**config.mk**
```make
export PLATFORM = sky130hd
export DESIGN_NAME = mem_arbiter
export DESIGN_NICKNAME = d
export VERILOG_FILES = /design/src/rtl/mem_arbiter.sv
export SDC_FILE = /design/constraint.sdc
export NUM_CORES = 1
export LEC_CHECK = 0
export CELL_PAD_IN_SITES_DETAIL_PLACEMENT = 0
export CELL_PAD_IN_SITES_GLOBAL_PLACEMENT = 1
export CORE_UTILIZATION = 32
export CTS_CLUSTER_DIAMETER = 60
export DETAILED_ROUTE_END_ITERATION = 10
export PLACE_DENSITY = 0.84
export SLEW_MARGIN = 10
export SYNTH_ARGS = -nofsm -noshare
export SYNTH_HDL_FRONTEND = slang
export SYNTH_SLANG_ARGS = --single-unit
```
**constraint.sdc**
```tcl
create_clock -name clock -period 3.69 [get_ports clock]
set_clock_uncertainty 0.15 [all_clocks]
set_input_delay 0.738 -clock clock [delete_from_list [all_inputs] [get_ports clock]]
set_output_delay 0.738 -clock clock [all_outputs]
set_load 0.01 [all_outputs]
```
**src/rtl/mem_arbiter.sv**
```systemverilog
// ============================================================================
// Module      : mem_arbiter
// Description : Two-port round-robin arbiter/sequencer for a single-ported
//               block RAM with rd/wr strobes and an mwait busy input.
// Revision    : 1.0
// ============================================================================
`default_nettype none

module mem_arbiter #(
  parameter int AW = 10,
  parameter int DW = 16
) (
  input  logic          clock,
  input  logic          reset_n,
  input  logic          a_req,
  input  logic          a_we,
  input  logic [AW-1:0] a_addr,
  input  logic [DW-1:0] a_wdata,
  output logic          a_ack,
  output logic [DW-1:0] a_rdata,
  input  logic          b_req,
  input  logic          b_we,
  input  logic [AW-1:0] b_addr,
  input  logic [DW-1:0] b_wdata,
  output logic          b_ack,
  output logic [DW-1:0] b_rdata,
  output logic [AW-1:0] mem_addr,
  output logic [DW-1:0] mem_d,
  output logic          mem_rd,
  output logic          mem_wr,
  input  logic [DW-1:0] mem_q,
  input  logic          mem_mwait
);

  typedef enum logic [1:0] {
    IDLE  = 2'd0,
    ISSUE = 2'd1,
    BUSY  = 2'd2,
    DONE  = 2'd3
  } state_t;

  localparam logic c_port_a = 1'b0;
  localparam logic c_port_b = 1'b1;

  state_t        r_state;
  logic          r_last_grant;
  logic          r_we;
  logic [AW-1:0] r_addr;
  logic [DW-1:0] r_wdata;
  logic          r_mem_rd;
  logic          r_mem_wr;
  logic          r_a_ack;
  logic          r_b_ack;
  logic [DW-1:0] r_a_rdata;
  logic [DW-1:0] r_b_rdata;

  logic          w_any_req;
  logic          w_pick_b;
  logic          w_we;
  logic [AW-1:0] w_addr;
  logic [DW-1:0] w_wdata;

  // B wins only when A is idle or A was served last.
  always_comb begin
    w_any_req = a_req | b_req;
    w_pick_b  = b_req & (~a_req | (r_last_grant == c_port_a));
    w_we      = w_pick_b ? b_we    : a_we;
    w_addr    = w_pick_b ? b_addr  : a_addr;
    w_wdata   = w_pick_b ? b_wdata : a_wdata;
  end

  always_ff @(posedge clock) begin
    if (!reset_n) begin
      r_state      <= IDLE;
      r_last_grant <= c_port_b;
      r_we         <= 1'b0;
      r_addr       <= '0;
      r_wdata      <= '0;
      r_mem_rd     <= 1'b0;
      r_mem_wr     <= 1'b0;
      r_a_ack      <= 1'b0;
      r_b_ack      <= 1'b0;
      r_a_rdata    <= '0;
      r_b_rdata    <= '0;
    end else begin
      case (r_state)
        IDLE: begin
          if (w_any_req && !mem_mwait) begin
            r_last_grant <= w_pick_b;
            r_we         <= w_we;
            r_addr       <= w_addr;
            r_wdata      <= w_wdata;
            r_mem_rd     <= ~w_we;
            r_mem_wr     <= w_we;
            r_state      <= ISSUE;
          end
        end
        ISSUE: begin
          r_mem_rd <= 1'b0;
          r_mem_wr <= 1'b0;
          r_state  <= BUSY;
        end
        BUSY: begin
          if (!mem_mwait) begin
            if (!r_we) begin
              if (r_last_grant == c_port_b) r_b_rdata <= mem_q;
              else                          r_a_rdata <= mem_q;
            end
            r_a_ack <= (r_last_grant == c_port_a);
            r_b_ack <= (r_last_grant == c_port_b);
            r_state <= DONE;
          end
        end
        DONE: begin
          r_a_ack <= 1'b0;
          r_b_ack <= 1'b0;
          r_state <= IDLE;
        end
        default: r_state <= IDLE;
      endcase
    end
  end

  // Address and data stay on the latched registers so the memory can sample late.
  assign mem_addr = r_addr;
  assign mem_d    = r_wdata;
  assign mem_rd   = r_mem_rd;
  assign mem_wr   = r_mem_wr;
  assign a_ack    = r_a_ack;
  assign b_ack    = r_b_ack;
  assign a_rdata  = r_a_rdata;
  assign b_rdata  = r_b_rdata;

`ifndef SYNTHESIS
  a_strobe_excl : assert property (@(posedge clock) disable iff (!reset_n)
    !(r_mem_rd && r_mem_wr));
  a_strobe_pulse : assert property (@(posedge clock) disable iff (!reset_n)
    (r_mem_rd || r_mem_wr) |=> !(r_mem_rd || r_mem_wr));
  a_ack_excl : assert property (@(posedge clock) disable iff (!reset_n)
    !(r_a_ack && r_b_ack));
`endif

endmodule

`default_nettype wire

```
==> reports/results.ini, run 1 <==
[outcome]
status = complete, no violations

[logic_synthesis]
synth_xor_area_share_pct = 0
synth_cells = 306
synth_flop_cell = dfxtp_1
netlist_area_um2 = 2860
async_flop_share_pct = 0
synth_area_leader_cell = dfxtp_1
syn-mean-instance-area_um2 = 9.36
synth_cell_types = 33
synth.area.mux_share_pct = 10.5
netlist.area_leader.share_pct = 46.2
synth_edf_count = 0
synthSimpleGateAreaFrac_pct = 13.5
synth_compound_area_share_pct = 21.9
synth_common_cells = 66 x dfxtp_1, 56 x nand2_1, 52 x a21oi_1
ys_warn_count = 0
synth_area_leaders = dfxtp_1 46%, mux2i_1 10%, a21oi_1 9.1%
synth_nets = 385
synth_most_common_cell = dfxtp_1
synth-seq-cells = 66
synth_adder_area_share_pct = 1.75
synth_seq_area_share_pct = 46.2
synth_top_family_by_area = compound AO/OA/AOI/OAI gates

[cells_and_area]
antenna_cells = 0
final_layout_size_suffix_gt1_share_pct = 11.0
fillers = 863
stdcell_area_um2 = 4430
layout.nets = 511
final_core_util_pct = 51.0
syn_to_final_growth_pct = 54.7
regArea_um2 = 1320
multi_input_area_um2 = 1380

[setup_path]
crit_slowest_cell = o21ba_2
crit_path_max_incr_delay_ns = 0.72
worst_setup_path_start_kind = input pin
worst-path-max-fanout = 29
critPathKind = in -> reg
worstPathRequired_ns = 3.76
crit_chain = clkdlybuf4s50_1 > o21ba_2 > mux2i_1 > a32o_1
endpoint_kind = flip-flop
critPathArrivalTime_ns = 2.53

[route]
post_drt_wl_per_cell_um = 14.0
routed_wl_mm = 7.61
drtPass1Iterations = 4
drc = 0
vias = 2634
drt-initial-drc-count = 88
vias_per_cell = 4.83
antenna_left = 0

[timing]
maxSlewViolCount = 0
period_minus_slack_ns = 2.45
fin_crit_sh_pct = 66.5
hold_viol = 0
tns_ns = 0
max_freq_mhz = 408
rsz0062_at_grt = no
max_slew_margin_pct = 43.2
setup_slack_ns = 1.24
tightest_slew_ns = 0.849
report.final.setup_viol = 0

[global_route]
grt_util_met2_pct = 26.1
grt_overflow = 0
grt_use_met3_pct = 7.20
grt_pass1_wl_mm = 11.7
use_met1_pct = 19.9
grt_usage_pct = 16.6
grt_start_max_net_pins = 38
antenna_found_initial = 0
grt_pass1_vias = 2482
grt_most_used_layer = met2

[floorplan]
start_util_pct = 33.0
chipHeight_um = 96.6
rows = 34
ios = 137
die_w_um = 96.6
core_um2 = 8680
die_area_um2 = 9330

[cts]
ctsHoldBuffers = 0
clkLatencyLatePin_ns = 0.34
clock_path_buffers = 2
cts_setup_buffers = 0
cts_tree = built
clock-root-buffer = clkbuf_8
ctsResizeCount = 0
clock-sinks = 66
cts_buffers = 9
clk_pin_slew_ns = 0.07
cts.htree.levels = 3

[place]
pre_cts_slack_ns = 0.883
place_congestion = 0.770
dp_hpwl_mm = 5.51
dpl_cell_area_um2 = 4250
io_buffer_count = 136

[pwr]
ir_drop_mv = 0.236
clkPwrFrac_pct = 23.8
switching_share_pct = 33.8
p_comb_share_pct = 36.7
power.internal_mw = 1.52
p_sw_uw = 776
p_leak_nw = 1.51
report.power.total_mw = 2.29
power_density_nw_per_um2 = 518
seqPwrFrac_pct = 39.6

[flow_run]
drv_cap = 0

[min_path]
hold_class = reg -> reg

[cell usage in the layout (no fill, tap or decap)]
master and n:
a211oi_1 27, a21boi_4 1, a21oi_1 52, a21oi_2 10
a32o_1 2, and2_1 1, buf_4 5, clkbuf_8 10
clkdlybuf4s50_1 136, clkinv_2 2, clkinv_4 2, clkinvlp_4 2
dfxtp_1 66, ha_1 4, inv_1 3, inv_2 1
mux2_1 1, mux2i_1 29, nand2_1 56, nand2_2 9
nand2_4 1, nand3_1 2, nand4bb_1 2, nor2_1 1
nor2_2 1, nor4_1 1, nor4b_4 1, nor4bb_2 1
o21ai_0 3, o21ba_2 1, o21bai_1 1, o221a_2 1
or4b_1 2
[flip-flops by register name (all words and copies together), names as in the netlist]
register and cells:
r_we 1, mem_wr 1, r_state 2, mem_addr 10
mem_d 16, b_rdata 16, mem_rd 1, a_rdata 16
r_last_grant 1, a_ack 1, b_ack 1
[layout make-up]
class,count,area share [%]
clock inverters,6,0.961
repair buffers,141,31.6
inverters,4,0.339
flip-flops and latches,66,29.8
well taps,108,3.05
clock buffers,10,3.11
multi-input cells,210,31.1
[kinds of logic (layout without fill, tap and decap cells)]
logic type,Yosys count,in the layout
AO/OA/AOI/OAI,98,98
buffers and inverters,30,161
AND/OR/NAND/NOR,78,78
adder cells (fa/ha/maj),4,4
multiplexers,30,30
flip-flops,66,66
[worst max-delay path, delay by kind of cell]
kind / cells / cell delay (ns)
buffers and inverters: 1 / 0.56
AO/OA/AOI/OAI: 2 / 1.02
multiplexers: 1 / 0.21
[power by group through the flow]
stage / Combinational (mW) / Sequential, mW / Clock, mW
after floorplan: 0.427 / 0.960 / 0
after global placement: 0.831 / 0.919 / 0
after detailed placement: 0.847 / 0.922 / 0
after CTS: 0.850 / 0.908 / 0.565
after global routing: 0.925 / 0.924 / 0.596
final: 0.841 / 0.908 / 0.545
[path summary, 6_finish.rpt]
check / startpoint / to / slack [ns] / cells after the start
min reg2reg: b_rdata[11]$_SDFFE_PN0P_ / b_rdata[11]$_SDFFE_PN0P_ / 0.30 / 2
max reg2reg: r_state[0]$_SDFFE_PN0P_ / a_rdata[8]$_SDFFE_PN0P_ / 1.54 / 5
min: b_rdata[11]$_SDFFE_PN0P_ / b_rdata[11]$_SDFFE_PN0P_ / 0.30 / 2
max: mem_mwait / mem_rd$_SDFFE_PN0P_ / 1.24 / 4
[per-layer routing]
metal / part of all wire [%] / vias to the layer above / wire length, µm
li1: - / 1332 / -
met5: 0 / - / 0
met2: 42 / 126 / 3210
met1: 44 / 1166 / 3330
met4: 1.4 / 0 / 107
met3: 13 / 10 / 965
[per-stage QoR]
step | std cells | hold WS (ns)
6_report | 545 | 0.303
5_1_grt | 545 | 0.323
4_1_cts | 545 | 0.307
3_5_place_dp | 529 | 0.297
3_3_place_gp | 529 | 0.291
2_1_floorplan | 306 | 0.318
Power figures use the tool's default switching activity.
==> inputs of run 2 (changes only) <==
- CORE_UTILIZATION: 32 -> 29
- PLACE_DENSITY: 0.84 -> 0.77
- clock period: 3.69 -> 2.47 ns (I/O delays scaled with it)
==> run 2 against run 1 <==
- non-clock buffer count grew 7
- via count grew 1.3%
- core utilization shrank 2.1 points
- clock power grew 110%
- final cell count grew 5.1%
- critical endpoint is now mem_addr[7]$_SDFFE_PN0P_
- highest routed layer unchanged
==> reports/results.ini, run 2 (synthesized netlist as in run 1, its figures left out) <==
[min_path]
hold_class = reg -> reg  ; unchanged
hold_start = a_rdata[8]$_SDFFE_PN0P_  ; was b_rdata[11]$_SDFFE_PN0P_
hold_end = a_rdata[8]$_SDFFE_PN0P_  ; was b_rdata[11]$_SDFFE_PN0P_
worstHoldPathCells = 2  ; unchanged

[floorplan]
start_util_pct = 30.4  ; was 33.0%
die_w_um = 101  ; was 96.6 µm
chipHeight_um = 101  ; was 96.6 µm
ios = 137  ; unchanged
rows = 35  ; was 34
core_um2 = 9420  ; was 8680 µm²
die_area_um2 = 10300  ; was 9330 µm²

[pwr]
switching_share_pct = 31.7  ; was 33.8%
p_leak_nw = 1.59  ; was 1.51 nW
power_density_nw_per_um2 = 815  ; was 518 nW/µm²
p_comb_share_pct = 33.7  ; was 36.7%
seqPwrFrac_pct = 36.3  ; was 39.6%
p_sw_mw = 1.19  ; was 776 µW
power.internal_mw = 2.57  ; was 1.52 mW
clkPwrFrac_pct = 30.0  ; was 23.8%
ir_drop_mv = 0.368  ; was 0.236 mV

[setup_path]
critPathArrivalTime_ns = 2.17  ; was 2.53 ns
rr_worst_depth = 5  ; unchanged
endpoint_kind = flip-flop  ; unchanged
crit_slowest_cell = nor2_2  ; was o21ba_2
r2r_slack_ns = 0.39  ; was 1.54 ns
r2r_start = r_state[0]$_SDFFE_PN0P_  ; unchanged
crit_chain = clkdlybuf4s50_1 > o21bai_1 > nor2_2 > a211oi_1  ; was clkdlybuf4s50_1 > o21ba_2 > mux2i_1 > a32o_1
r2r-end = mem_addr[7]$_SDFFE_PN0P_  ; was a_rdata[8]$_SDFFE_PN0P_
crit_path_max_incr_delay_ns = 0.87  ; was 0.72 ns
worstPathRequired_ns = 2.48  ; was 3.76 ns
critPathKind = in -> reg  ; unchanged
worst_setup_path_start_kind = input pin  ; unchanged
worst-path-max-fanout = 27  ; was 29

[route]
routed_wl_mm = 7.76  ; was 7.61 mm
drc = 0  ; unchanged
vias = 2668  ; was 2634
vias_per_cell = 4.66  ; was 4.83
drtPass1Iterations = 4  ; unchanged
drt-initial-drc-count = 67  ; was 88
post_drt_wl_per_cell_um = 13.5  ; was 14.0 µm
antenna_left = 0  ; unchanged

[cts]
clock-sinks = 66  ; unchanged
clkLatencyLatePin_ns = 0.34  ; about the same
clock-root-buffer = clkbuf_8  ; unchanged
clock_path_buffers = 2  ; unchanged
cts_buffers = 9  ; unchanged
cts.htree.levels = 3  ; unchanged
ctsHoldBuffers = 0  ; unchanged
clk_pin_slew_ns = 0.07  ; about the same
ctsResizeCount = 0  ; unchanged
cts_setup_buffers = 0  ; unchanged
cts_tree = built  ; unchanged

[timing]
tightest_slew_ns = 1.15  ; was 0.849 ns
max_freq_mhz = 464
period_minus_slack_ns = 2.15
fin_crit_sh_pct = 87.2
maxSlewViolCount = 0  ; unchanged
max_slew_margin_pct = 23.3  ; was 43.2%
rsz0062_at_grt = no  ; unchanged
hold_viol = 0  ; unchanged
report.final.setup_viol = 0  ; unchanged
tns_ns = 0  ; unchanged

[cells_and_area]
multi_input_area_um2 = 1390  ; was 1380 µm²
syn_to_final_growth_pct = 61.0  ; was 54.7%
antenna_cells = 0  ; unchanged
final_common_cell = clkdlybuf4s50_1  ; unchanged
fillers = 901  ; was 863
layout.nets = 518  ; was 511
final_cells = 573  ; was 545
final_layout_size_suffix_gt1_share_pct = 12.4  ; was 11.0%
most-common-layout-cells = 136 x clkdlybuf4s50_1, 66 x dfxtp_1, 56 x nand2_1, 52 x a21oi_1, 29 x mux2i_1  ; unchanged
regArea_um2 = 1320  ; unchanged

[place]
io_buffer_count = 136  ; unchanged
place_congestion = 0.703  ; was 0.770
dp_hpwl_mm = 5.55  ; was 5.51 mm
place_inst = 557  ; was 529

[global_route]
grt_overflow = 0  ; unchanged
grt_pass1_vias = 2531  ; was 2482
grt_start_max_net_pins = 33  ; was 38
grt_usage_pct = 15.5  ; was 16.6%
grt_pass1_wl_mm = 12.3  ; was 11.7 mm
antenna_found_initial = 0  ; unchanged

[outcome]
status = complete, no violations  ; unchanged

[flow_run]
drv_cap = 0  ; unchanged

[run 2: changes by cell type in the layout (fill, tap and decap cells not counted)]
cell,before,now
buf_12,0,2
buf_4,5,10
bufinv_16,0,3
clkbuf_8,10,9
clkinv_2,2,0
clkinv_4,2,1
clkinvlp_4,2,1
inv_6,0,2
nor4bb_2,1,0
nor4bb_4,0,1
[run 2: critical path, delay by kind of cell]
| kind | cells | cell delay, ns |
|---|---|---|
| compound gates | 2 | 0.29 |
| buf+inv | 1 | 0.50 |
| simple gates | 1 | 0.87 |
[run 2: final cells by class]
type                            count  share of cell area (%)
Timing Repair Buffer              148                    32.0
Multi-Input combinational cell    210                    30.1
Sequential cell                    66                    28.7
Tap cell                          129                    3.50
Clock buffer                        9                    2.69
Clock inverter                      7                    2.69
Inverter                            4                   0.326
[run 2: metrics by stage]
| step | util (%) | power (mW) | cell area, µm² | hold WS, ns | worst slack, ns |
|---|---|---|---|---|---|
| floorplan | - | 2.07 | 2860 | 0.318 | 0.695 |
| global placement | 46.3 | 2.65 | 4360 | 0.293 | 0.0194 |
| detailed placement | 46.3 | 2.66 | 4360 | 0.297 | -0.0629 |
| CTS | 48.9 | 3.81 | 4610 | 0.309 | 0.313 |
| global route | 48.9 | 3.99 | 4610 | 0.324 | 0.139 |
| finish | 48.9 | 3.76 | 4610 | 0.306 | 0.315 |
[run 2: metal layers]
metal | GRT usage (%) | share of wire, %
met1 | 18.0 | 44
met2 | 25.2 | 44
met3 | 6.42 | 11
met4 | 6.35 | 1.3
met5 | 0 | 0
[run 2: worst max path at each step]
stage / start / endpoint / slack, ns / cells after the start
final: b_req / mem_addr[7]$_SDFFE_PN0P_ / 0.32 / 4
after CTS: b_req / mem_addr[7]$_SDFFE_PN0P_ / 0.31 / 4
after floorplan: r_state[0]$_SDFFE_PN0P_ / a_rdata[10]$_SDFFE_PN0P_ / 0.69 / 7
after global routing: b_req / mem_addr[3]$_SDFFE_PN0P_ / 0.14 / 4
after detailed placement: b_req / mem_addr[7]$_SDFFE_PN0P_ / -0.06 / 4
after global placement: mem_mwait / mem_addr[1]$_SDFFE_PN0P_ / 0.02 / 4
[run 2: power groups by stage]
stage	Clock [mW]	Combinational, mW	Sequential, mW
2_1_floorplan	0	0.638	1.43
3_3_place_gp	0	1.27	1.38
3_5_place_dp	0	1.28	1.39
4_1_cts	1.16	1.28	1.37
5_1_grt	1.20	1.39	1.39
6_report	1.13	1.26	1.36
==> inputs of run 3 (changes only) <==
- ABC_AREA: not set -> 1
- CORE_UTILIZATION: 29 -> 27
==> run 3 against run 2 <==
- final cell count rose by 17%
- worst setup slack improved by 0.28 ns
- highest routed layer unchanged
- sequential power fell by 4%
- count of clock-buffer cells in the layout rose by 1
- hold slack got worse by 0.011 ns
- largest power group unchanged
- critical path type is now reg -> out
==> reports/results.ini, run 3 <==
[floorplan]
start_util_pct = 28.2  ; was 30.4%
ios = 137  ; unchanged
chipHeight_um = 104  ; was 101 µm
die_area_um2 = 10800  ; was 10300 µm²
die_w_um = 104  ; was 101 µm
rows = 36  ; was 35
core_um2 = 9910  ; was 9420 µm²

[setup_path]
critPathKind = reg -> out  ; was in -> reg
r2r_slack_ns = 0.67  ; was 0.39 ns
critPathArrivalTime_ns = 1.24  ; was 2.17 ns
worst-path-max-fanout = 2  ; was 27
critPathTopFamily = buffers and inverters  ; was simple AND/OR/NAND/NOR gates
cp.buffers_inverters = 1  ; unchanged
r2r_start = r_state[0]$_SDFFE_PN0P_  ; unchanged
r2r-end = b_rdata[3]$_SDFFE_PN0P_  ; was mem_addr[7]$_SDFFE_PN0P_
rr_worst_depth = 6  ; was 5
worst_setup_path_start_kind = flip-flop  ; was input pin
endpoint_kind = output pin  ; was flip-flop
crit_slowest_cell = clkdlybuf4s50_1  ; was nor2_2
crit_chain = clkdlybuf4s50_1  ; was clkdlybuf4s50_1 > o21bai_1 > nor2_2 > a211oi_1
crit_path_max_incr_delay_ns = 0.57  ; was 0.87 ns
worstPathRequired_ns = 1.83  ; was 2.48 ns

[logic_synthesis]
netlist_area_um2 = 2800  ; was 2860 µm²
synth_most_common_cell = nand2_1  ; was dfxtp_1
synth-seq-cells = 66  ; unchanged
async_flop_share_pct = 0  ; unchanged
netlist.area_leader.share_pct = 47.2  ; was 46.2%
synth_common_cells = 144 x nand2_1, 66 x dfxtp_1, 47 x a21oi_1  ; was 66 x dfxtp_1, 56 x nand2_1, 52 x a21oi_1
ys_warn_count = 0  ; unchanged
synth_edf_count = 0  ; unchanged
synth_cell_types = 20  ; was 33
synth_nets = 477  ; was 385
synth_flop_cell = dfxtp_1  ; unchanged
synth_seq_area_share_pct = 47.2  ; was 46.2%
synth_area_leaders = dfxtp_1 47%, nand2_1 19%, a21oi_1 8.4%  ; was dfxtp_1 46%, mux2i_1 10%, a21oi_1 9.1%
synth_cells = 398  ; was 306
synth_area_leader_cell = dfxtp_1  ; unchanged
syn-mean-instance-area_um2 = 7.03  ; was 9.36 µm²

[cts]
cts_tree = built  ; unchanged
clkLatencyLatePin_ns = 0.33  ; was 0.34 ns
clock-root-buffer = clkbuf_8  ; unchanged
cts_buffers = 9  ; unchanged
clk_pin_slew_ns = 0.07  ; about the same
cts_setup_buffers = 0  ; unchanged
cts.htree.levels = 3  ; unchanged
clock-sinks = 66  ; unchanged
ctsResizeCount = 0  ; unchanged
ctsHoldBuffers = 0  ; unchanged
clock_path_buffers = 2  ; unchanged

[route]
drc = 0  ; unchanged
vias = 2893  ; was 2668
top_layer_used = met4  ; unchanged
post_drt_wl_per_cell_um = 11.8  ; was 13.5 µm
wl_met2_mm = 4.18  ; was 3.42 mm
drtPass1Iterations = 5  ; was 4
vias_per_cell = 4.32  ; was 4.66
wl_met3_um = 459  ; was 822 µm
drt-met1-wl_mm = 3.18  ; was 3.41 mm
antenna_left = 0  ; unchanged
routed_wl_mm = 7.88  ; was 7.76 mm
drt-initial-drc-count = 106  ; was 67

[cells_and_area]
final_layout_size_suffix_gt1_share_pct = 5.40  ; was 12.4%
most-common-layout-cells = 144 x nand2_1, 136 x clkdlybuf4s50_1, 66 x dfxtp_1, 47 x a21oi_1, 39 x nor2_1  ; was 136 x clkdlybuf4s50_1, 66 x dfxtp_1, 56 x nand2_1, 52 x a21oi_1, 29 x mux2i_1
fillers = 1025  ; was 901
syn_to_final_growth_pct = 62.0  ; was 61.0%
regArea_um2 = 1320  ; unchanged
multi_input_area_um2 = 1240  ; was 1390 µm²
layout.nets = 611  ; was 518
final_common_cell = nand2_1  ; was clkdlybuf4s50_1
antenna_cells = 0  ; unchanged
final_core_util_pct = 45.7  ; was 48.9%
stdcell_area_um2 = 4530  ; was 4610 µm²

[global_route]
antenna_found_initial = 0  ; unchanged
grt_usage_pct = 15.2  ; was 15.5%
grt_start_max_net_pins = 35  ; was 33
grt_pass1_wl_mm = 13.2  ; was 12.3 mm
grt_pass1_vias = 2855  ; was 2531
grt_overflow = 0  ; unchanged

[place]
pre_cts_slack_ns = 0.213  ; was -0.0629 ns
dp_hpwl_mm = 5.87  ; was 5.55 mm
place_congestion = 0.739  ; was 0.703
dpl_cell_area_um2 = 4270  ; was 4360 µm²
io_buffer_count = 136  ; unchanged

[timing]
rsz0062_at_grt = no  ; unchanged
max_freq_mhz = 532  ; was 464 MHz
tns_ns = 0  ; unchanged
tightest_slew_ns = 0.494  ; was 1.15 ns
whs_ns = 0.294  ; was 0.306 ns
setup_slack_ns = 0.590  ; was 0.315 ns
report.final.setup_viol = 0  ; unchanged
period_minus_slack_ns = 1.88  ; was 2.15 ns
hold_viol = 0  ; unchanged
max_slew_margin_pct = 67.1  ; was 23.3%
maxSlewViolCount = 0  ; unchanged
fin_crit_sh_pct = 76.1  ; was 87.2%

[outcome]
status = complete, no violations  ; unchanged

[min_path]
hold_end = a_rdata[5]$_SDFFE_PN0P_  ; was a_rdata[8]$_SDFFE_PN0P_
hold_class = reg -> reg  ; unchanged
worstHoldPathCells = 2  ; unchanged
hold_start = a_rdata[5]$_SDFFE_PN0P_  ; was a_rdata[8]$_SDFFE_PN0P_

[pwr]
p_comb_share_pct = 29.7  ; was 33.7%
power_density_nw_per_um2 = 786  ; was 815 nW/µm²
p_sw_mw = 1.04  ; was 1.19 mW
clkPwrFrac_pct = 33.7  ; was 30.0%
ir_drop_mv = 0.395  ; was 0.368 mV
p_leak_nw = 1.80  ; was 1.59 nW
switching_share_pct = 29.3  ; was 31.7%
power.internal_mw = 2.52  ; was 2.57 mW
seqPwrFrac_pct = 36.6  ; was 36.3%

[flow_run]
drv_cap = 0  ; unchanged

-- run 3: changes by cell type after synthesis, moves of 3 or more --
| cell | delta |
|---|---|
| nand2_1 | +88 |
| nor2_1 | +38 |
| o21ai_0 | +32 |
| mux2i_1 | -29 |
| a211oi_1 | -27 |
| inv_1 | +23 |
| a21oi_2 | -10 |
| nand2_2 | -8 |
| a21oi_1 | -5 |
| nand3_1 | +5 |
| clkbuf_1 | -4 |
| buf_6 | +3 |
-- run 3: tightest hold or removal path, cell delays in order, from the launching register on --
cell and delay [ns]:
dfxtp_1 0.31, inv_1 0.04, a21oi_1 0.05
-- run 3: metrics by stage --
step,total power [mW],std cells
final,3.56,670
after global routing,3.79,670
after CTS,3.62,670
after detailed placement,2.40,654
after global placement,2.39,654
after floorplan,1.90,398
-- run 3: power by group through the flow --
stage | clock network (mW) | registers [mW] | logic [mW]
after floorplan | 0 | 1.38 | 0.521
after global placement | 0 | 1.32 | 1.06
after detailed placement | 0 | 1.33 | 1.07
after CTS | 1.24 | 1.30 | 1.08
after global routing | 1.28 | 1.32 | 1.18
final | 1.20 | 1.30 | 1.06
-- run 3: logic make-up (layout without fill, tap and decap cells) --
family                   Yosys count  after routing  share of synthesized area (%)
AO/OA/AOI/OAI                     84             84                           15.2
adder cells (fa/ha/maj)            4              4                           1.79
buffers and inverters             50            189                           8.59
flip-flops                        66             66                           47.2
AND/OR/NAND/NOR                  194            194                           27.2
-- run 3: routing by layer --
metal	vias up	global-route usage, %
li1	1518	-
met1	1299	15.6
met2	71	29.3
met3	5	5.10
met4	0	3.67
met5	-	0
-- run 3: cell type report --
| cell class | instances | share of cell area (%) |
|---|---|---|
| clock buffer | 10 | 2.82 |
| timing repair buffer | 144 | 31.6 |
| sequential | 66 | 29.2 |
| inverter | 29 | 2.40 |
| multi-input combinational | 282 | 27.3 |
| clock inverter | 6 | 3.04 |
| tap | 133 | 3.67 |
-- run 3: worst max path at each step --
stage	depth (start not counted)	slack (ns)	endpoint	from
3_3_place_gp	6	0.28	b_rdata[6]$_SDFFE_PN0P_	mem_mwait
6_report	1	0.59	b_ack	b_ack$_SDFFE_PN0P_
4_1_cts	1	0.55	b_ack	b_ack$_SDFFE_PN0P_
5_1_grt	6	0.40	b_rdata[5]$_SDFFE_PN0P_	mem_mwait
2_1_floorplan	7	0.97	r_we$_SDFFE_PN0P_	r_state[0]$_SDFFE_PN0P_
3_5_place_dp	6	0.21	b_rdata[5]$_SDFFE_PN0P_	mem_mwait
